==> config.mk <==
export PLATFORM = sky130hd
export DESIGN_NAME = pwm_fade_ctrl
export DESIGN_NICKNAME = d
export VERILOG_FILES = /design/src/rtl/pwm_fade_pkg.sv /design/src/rtl/pwm_fade_step.sv /design/src/rtl/pwm_fade_ctrl.sv
export SDC_FILE = /design/constraint.sdc
export NUM_CORES = 1
export LEC_CHECK = 0
export CAP_MARGIN = 25
export CORE_AREA = 2 2 194 196
export CTS_BUF_LIST = sky130_fd_sc_hd__clkbuf_4
export CTS_CLUSTER_DIAMETER = 60
export DETAILED_ROUTE_END_ITERATION = 6
export DIE_AREA = 0 0 196 198
export HOLD_SLACK_MARGIN = 0.06
export PLACE_DENSITY = 0.82
export SLEW_MARGIN = 25
export SYNTH_ARGS = -nofsm -noshare
export SYNTH_HDL_FRONTEND = slang
export SYNTH_SLANG_ARGS = --single-unit
==> constraint.sdc <==
create_clock -name ACLK -period 7.8 [get_ports ACLK]
set_input_delay 1.56 -clock ACLK [delete_from_list [all_inputs] [get_ports ACLK]]
set_output_delay 1.56 -clock ACLK [all_outputs]
set_load 0.05 [all_outputs]
==> src/rtl/pwm_fade_pkg.sv <==
// Shared types and register map for the PWM duty fade sequencer.
package pwm_fade_pkg;

  localparam int unsigned REG_ADDR_WIDTH = 4;

  localparam logic [REG_ADDR_WIDTH-1:0] GPIO_OUT_ADDR   = 4'h0;
  localparam logic [REG_ADDR_WIDTH-1:0] GPIO_IN_ADDR    = 4'h4;
  localparam logic [REG_ADDR_WIDTH-1:0] PWM_DUTY_ADDR   = 4'h8;
  localparam logic [REG_ADDR_WIDTH-1:0] PWM_PERIOD_ADDR = 4'hC;

  typedef enum logic [2:0] {
    IDLE  = 3'd0,
    LOAD  = 3'd1,
    ISSUE = 3'd2,
    WAIT  = 3'd3,
    DONE  = 3'd4
  } fade_state_e;

endpackage

==> src/rtl/pwm_fade_step.sv <==
// Saturating single step of cur toward to by at most step; never overshoots or wraps.
module pwm_fade_step #(
  parameter int unsigned DATA_WIDTH = 32
) (
  input  logic [DATA_WIDTH-1:0] cur,
  input  logic [DATA_WIDTH-1:0] to,
  input  logic [DATA_WIDTH-1:0] step,
  output logic [DATA_WIDTH-1:0] next_c
);

  logic [DATA_WIDTH-1:0] diff;

  always_comb begin
    diff   = '0;
    next_c = to;
    // Comparing the remaining distance first keeps cur +/- step inside [min(cur,to), max(cur,to)].
    if (cur < to) begin
      diff   = to - cur;
      next_c = (diff <= step) ? to : cur + step;
    end else if (cur > to) begin
      diff   = cur - to;
      next_c = (diff <= step) ? to : cur - step;
    end
  end

endmodule

==> src/rtl/pwm_fade_ctrl.sv <==
// PWM duty fade sequencer sharing the regfile write port with the bus (bus has priority).
// Optional PWM_FADE_ABORT_EN: a bus write to the duty register cancels a running fade.
module pwm_fade_ctrl
  import pwm_fade_pkg::*;
#(
  parameter int unsigned ADDR_WIDTH = 4,
  parameter int unsigned DATA_WIDTH = 32,
  parameter int unsigned CNT_WIDTH  = 16
) (
  input  logic                  ACLK,
  input  logic                  ARESET_N,
  input  logic                  bus_write_en,
  input  logic [ADDR_WIDTH-1:0] bus_write_addr,
  input  logic [DATA_WIDTH-1:0] bus_write_data,
  input  logic                  fade_start,
  input  logic [DATA_WIDTH-1:0] fade_from,
  input  logic [DATA_WIDTH-1:0] fade_to,
  input  logic [DATA_WIDTH-1:0] fade_step,
  input  logic [CNT_WIDTH-1:0]  fade_interval,
  output logic                  write_en,
  output logic [ADDR_WIDTH-1:0] write_addr,
  output logic [DATA_WIDTH-1:0] write_data,
  output logic                  fade_busy,
  output logic                  fade_done,
  output logic                  fade_abort
);

  fade_state_e state_q, state_d;

  logic [DATA_WIDTH-1:0] from_q, from_d;
  logic [DATA_WIDTH-1:0] to_q, to_d;
  logic [DATA_WIDTH-1:0] step_q, step_d;
  logic [DATA_WIDTH-1:0] cur_q, cur_d;
  logic [CNT_WIDTH-1:0]  interval_q, interval_d;
  logic [CNT_WIDTH-1:0]  cnt_q, cnt_d;

  logic                  write_en_q, write_en_d;
  logic [ADDR_WIDTH-1:0] write_addr_q, write_addr_d;
  logic [DATA_WIDTH-1:0] write_data_q, write_data_d;
  logic                  busy_q, busy_d;
  logic                  done_q, done_d;

  logic [DATA_WIDTH-1:0] next_duty_c;
  logic [DATA_WIDTH-1:0] pend_val_c;
  logic                  abort_c;

  pwm_fade_step #(
    .DATA_WIDTH (DATA_WIDTH)
  ) u_step (
    .cur    (cur_q),
    .to     (to_q),
    .step   (step_q),
    .next_c (next_duty_c)
  );

`ifdef PWM_FADE_ABORT_EN
  logic abort_q;
  logic duty_hit_c;

  assign duty_hit_c = bus_write_en && (bus_write_addr == ADDR_WIDTH'(PWM_DUTY_ADDR));
  // Only a fade that still has writes outstanding can be cancelled.
  assign abort_c    = duty_hit_c && (state_q inside {LOAD, ISSUE, WAIT});

  always_ff @(posedge ACLK or negedge ARESET_N) begin
    if (!ARESET_N) begin
      abort_q <= 1'b0;
    end else begin
      abort_q <= abort_c;
    end
  end

  assign fade_abort = abort_q;
`else
  assign abort_c    = 1'b0;
  assign fade_abort = 1'b0;
`endif

  // A held write (ISSUE) re-issues cur_q; a write maturing out of WAIT uses the fresh step.
  assign pend_val_c = (state_q == ISSUE) ? cur_q : next_duty_c;

  always_comb begin
    state_d      = state_q;
    from_d       = from_q;
    to_d         = to_q;
    step_d       = step_q;
    cur_d        = cur_q;
    interval_d   = interval_q;
    cnt_d        = cnt_q;
    write_en_d   = 1'b0;
    write_addr_d = '0;
    write_data_d = '0;

    if (bus_write_en) begin
      write_en_d   = 1'b1;
      write_addr_d = bus_write_addr;
      write_data_d = bus_write_data;
    end

    if (abort_c) begin
      state_d = IDLE;
    end else begin
      case (state_q)
        IDLE: begin
          if (fade_start) begin
            from_d     = fade_from;
            to_d       = fade_to;
            step_d     = (fade_step == '0) ? DATA_WIDTH'(1) : fade_step;
            interval_d = (fade_interval == '0) ? CNT_WIDTH'(1) : fade_interval;
            state_d    = LOAD;
          end
        end
        LOAD: begin
          cur_d   = from_q;
          state_d = ISSUE;
        end
        ISSUE, WAIT: begin
          if ((state_q == WAIT) && (cnt_q > CNT_WIDTH'(1))) begin
            cnt_d = cnt_q - CNT_WIDTH'(1);
          end else if (bus_write_en) begin
            // Bus owns the port this cycle; park the pending value unchanged.
            cur_d   = pend_val_c;
            state_d = ISSUE;
          end else begin
            write_en_d   = 1'b1;
            write_addr_d = ADDR_WIDTH'(PWM_DUTY_ADDR);
            write_data_d = pend_val_c;
            cur_d        = pend_val_c;
            cnt_d        = interval_q;
            state_d      = (pend_val_c == to_q) ? DONE : WAIT;
          end
        end
        DONE: begin
          state_d = IDLE;
        end
        default: begin
          state_d = IDLE;
        end
      endcase
    end

    busy_d = (state_d != IDLE);
    done_d = (state_d == DONE);
  end

  always_ff @(posedge ACLK or negedge ARESET_N) begin
    if (!ARESET_N) begin
      state_q      <= IDLE;
      from_q       <= '0;
      to_q         <= '0;
      step_q       <= '0;
      cur_q        <= '0;
      interval_q   <= '0;
      cnt_q        <= '0;
      write_en_q   <= 1'b0;
      write_addr_q <= '0;
      write_data_q <= '0;
      busy_q       <= 1'b0;
      done_q       <= 1'b0;
    end else begin
      state_q      <= state_d;
      from_q       <= from_d;
      to_q         <= to_d;
      step_q       <= step_d;
      cur_q        <= cur_d;
      interval_q   <= interval_d;
      cnt_q        <= cnt_d;
      write_en_q   <= write_en_d;
      write_addr_q <= write_addr_d;
      write_data_q <= write_data_d;
      busy_q       <= busy_d;
      done_q       <= done_d;
    end
  end

  assign write_en   = write_en_q;
  assign write_addr = write_addr_q;
  assign write_data = write_data_q;
  assign fade_busy  = busy_q;
  assign fade_done  = done_q;

endmodule
==> results.md, run 1 <==
- Status: complete, no violations
- Inserted Clock Buffers: 55
- Internal power: 2.795 mW
- Register area: 5057 um^2
- Clk sinks: 202
- Met1 Use GR: 0.5216
- Slew headroom: 0.3522
- GRT overflow: 0
- Peak Freq: 134.1 MHz
- Clock latency on the worst-skew pair: 0.81 ns
- Global-route wire length before repair: 110200 um
- Slowest-stage cell, CP: or4_4
- Routability cong.: 1.056
- Final setup viols: 0
- #FFs+latches synth: 202
- Clock transition at path regs: 0.07 ns
- Wire length per cell: 25.01 um
- Setup crit end kind: flip-flop
- Layout area overhead: 19.20%
- Critical Path Fanout Max: 8
- Cell area after layout: 21670 um^2
- Die Width: 196 um
- Clock Power Share: 0.193
- Multi-input gate area: 12220 um^2
- Sw frac: 0.4670
- Netlist cell types: 94
- Critical path's largest stage delay: 0.61 ns
- Share of cells above drive strength 1: 0.1204
- Seq pwr share: 0.244
- CP Launch Type: flip-flop
- Minimum clock period: 7.456 ns
- Area leader, netlist: dfrtp_1
- Via Count: 18960
- Skew final: 0.06334 ns
- Antenna Nets Post-Route: 0
- Core area: 36960 um^2
- Worst vdd ir: 0.1325 mV
- Port buffer count: 190
- Cells after Synth: 2229
- Async SR Flop Fraction: 1.000
- # fillers: 3333
- Post-Syn Area: 18180 um^2
- Total GRT Usage: 0.3769
- Initial DRC count: 1758
- Setup TNS: 0 ns
- I/O pin count: 192
- Average size of a mapped cell: 8.154 um^2
- Worst slew pin tran: 0.9717 ns
- CTS tree: built
- Pwr/cell area: 242.0 nW/um^2
- H-Tree Depth: 2
- Sw power: 2.449 mW
- Comb power frac: 0.563
- Count of TritonRoute iterations in the first routing pass: 7
- GRT Max-Usage Layer: met2
- Bufs on Longest Clock Path: 3
- Commonest non-fill, non-tap cells in the layout: nand2_1, a21oi_1, o21ai_0
- Root Driver: clkbuf_4
- GR Layer Usage met3: 0.09164
- Num rows: 71
- MaxCap Viol Count: 0
- Post-DP HPWL: 58750 um
- Vias in the first global route: 18300
- Max-slew violations: 0
- Seq/Total Area, Yosys: 0.2781
- Buf+Inv Stages, Crit Path: 3
- Initial antenna violation count: 4
- HP Class: reg -> reg
- Data required, critical path: 8.43 ns
- Worst setup path class: reg -> reg
- Post-synth top flop: dfrtp_1
- Net count, final: 2781
- Post-synth EDFFs: 0
- Syn. warnings: 0
- Most common cell after layout, fill and taps aside: nand2_1
- Leak pwr: 9.731 nW
- Crit-path leading delay family: compound AO/OA/AOI/OAI gates
- Pwr Total: 5.244 mW
- DRC: 0
- Crit path top cell by count: nor2_1
- Detailed-route wire length: 73890 um
- Worst EP arrival: 8.09 ns
- RSZ-0062 raised after global routing: false
- Top cell type's share of synthesized area: 0.2781
- Largest net degree at the start of global routing: 86
- Initial Util: 0.4918
- Largest cells by area after synthesis: dfrtp_1, ha_1, a21oi_1, o21ai_0, nand2_1
- Synthesized net count: 2575
- Placed Instance Area: 20810 um^2
- Vias/cell: 6.418
- Die area: 38810 um^2
- Global Route met2 Usage: 0.5685
- Min Hold Slack: 0.5098 ns
- Final Hold Fails: 0
- Die height: 198 um
- Final period utilization: 0.9558
-- synth_stat cells (24+ instances only) --
cell	number
nand4_1	39
o21ai_0	205
dfrtp_1	202
nor3_1	30
o21bai_1	30
a21oi_1	211
a21o_1	60
xor2_1	28
clkbuf_1	88
nand3_1	24
o211ai_1	31
ha_1	190
xnor2_1	85
mux2_2	49
nor2_1	152
inv_1	143
nand2_1	224
a211oi_1	35
-- kinds of logic after synthesis --
group | Yosys count | share of synthesized area
AO/OA/AOI/OAI | 781 | 0.2789
AND/OR/NAND/NOR | 607 | 0.1574
buffers and inverters | 270 | 0.05817
flip-flops | 202 | 0.2781
adder cells (fa/ha/maj) | 194 | 0.1352
XOR/XNOR | 114 | 0.05569
multiplexers | 60 | 0.03642
other | 1 | 0.0002063
-- power by group through the flow --
stage | logic [mW] | clock network [mW] | registers, mW
final | 2.95 | 1.01 | 1.28
after global routing | 3.16 | 1.08 | 1.29
after CTS | 2.84 | 1.03 | 1.27
after detailed placement | 2.81 | 0 | 1.29
after global placement | 2.80 | 0 | 1.28
after floorplan | 1.80 | 0 | 1.28
-- per-layer routing --
layer  vias to the layer above  part of all wire
li1                       8546                 -
met4                         0             0.043
met3                       175              0.11
met2                      1051              0.42
met5                         -                 0
met1                      9186              0.43
-- what timing repair did --
action	in CTS	in global routing
endpoints found under the setup margin	0	4
hold endpoints to repair	0	0
setup buffers	0	1
gates resized for setup	0	29
hold buffers	0	0
-- sequential cells by signal, indices dropped and copies added (netlist names), 4 cells and up --
name and cells:
cur_q 32, from_q 32, step_q 32, to_q 32
write_data 32, cnt_q 16, interval_q 16, write_addr 4
-- final timing paths --
kind / endpoint / slack, ns / cells after the start / startpoint
max in group asynchronous: to_q[19]$_DFFE_PN0P_ / 5.62 / 2 / ARESET_N
worst max register to register: state_q[1]$_DFF_PN0_ / 0.34 / 32 / cur_q[0]$_DFFE_PN0P_
worst max-delay path: state_q[1]$_DFF_PN0_ / 0.34 / 32 / cur_q[0]$_DFFE_PN0P_
worst min-delay path: from_q[8]$_DFFE_PN0P_ / 0.51 / 1 / from_q[8]$_DFFE_PN0P_
worst min register to register: from_q[8]$_DFFE_PN0P_ / 0.51 / 1 / from_q[8]$_DFFE_PN0P_
min in group asynchronous: interval_q[6]$_DFFE_PN0P_ / 0.82 / 1 / ARESET_N
-- cell type report --
| class | instances | area share |
|---|---|---|
| clock buffers | 83 | 0.02876 |
| inverters | 147 | 0.02547 |
| well taps | 474 | 0.02737 |
| diodes | 5 | 0.0005775 |
| clock inverters | 14 | 0.004043 |
| repair buffers | 272 | 0.1164 |
| multi-input cells | 1757 | 0.5640 |
| flip-flops and latches | 202 | 0.2334 |
-- stage by stage --
stage,setup WS (ns),utilization,cells
6_report,0.3444,0.5863,2954
5_1_grt,0.004091,0.5861,2952
4_1_cts,0.09104,0.5822,2948
3_5_place_dp,0.1600,0.5630,2851
3_3_place_gp,0.2673,0.5630,2851
2_1_floorplan,1.081,-,2229
No activity file was read; power rests on OpenSTA's default activity.
==> run 2: changes to the inputs <==
--- a/config.mk
+++ b/config.mk
@@ -5,7 +5,7 @@
 export SDC_FILE = /design/constraint.sdc
 export NUM_CORES = 1
 export LEC_CHECK = 0
-export CAP_MARGIN = 25
+export CAP_MARGIN = 20
 export CORE_AREA = 2 2 194 196
 export CTS_BUF_LIST = sky130_fd_sc_hd__clkbuf_4
 export CTS_CLUSTER_DIAMETER = 60
==> results of run 2 <==
No change in the layout: final DEF, timing and power equal those of run 1.
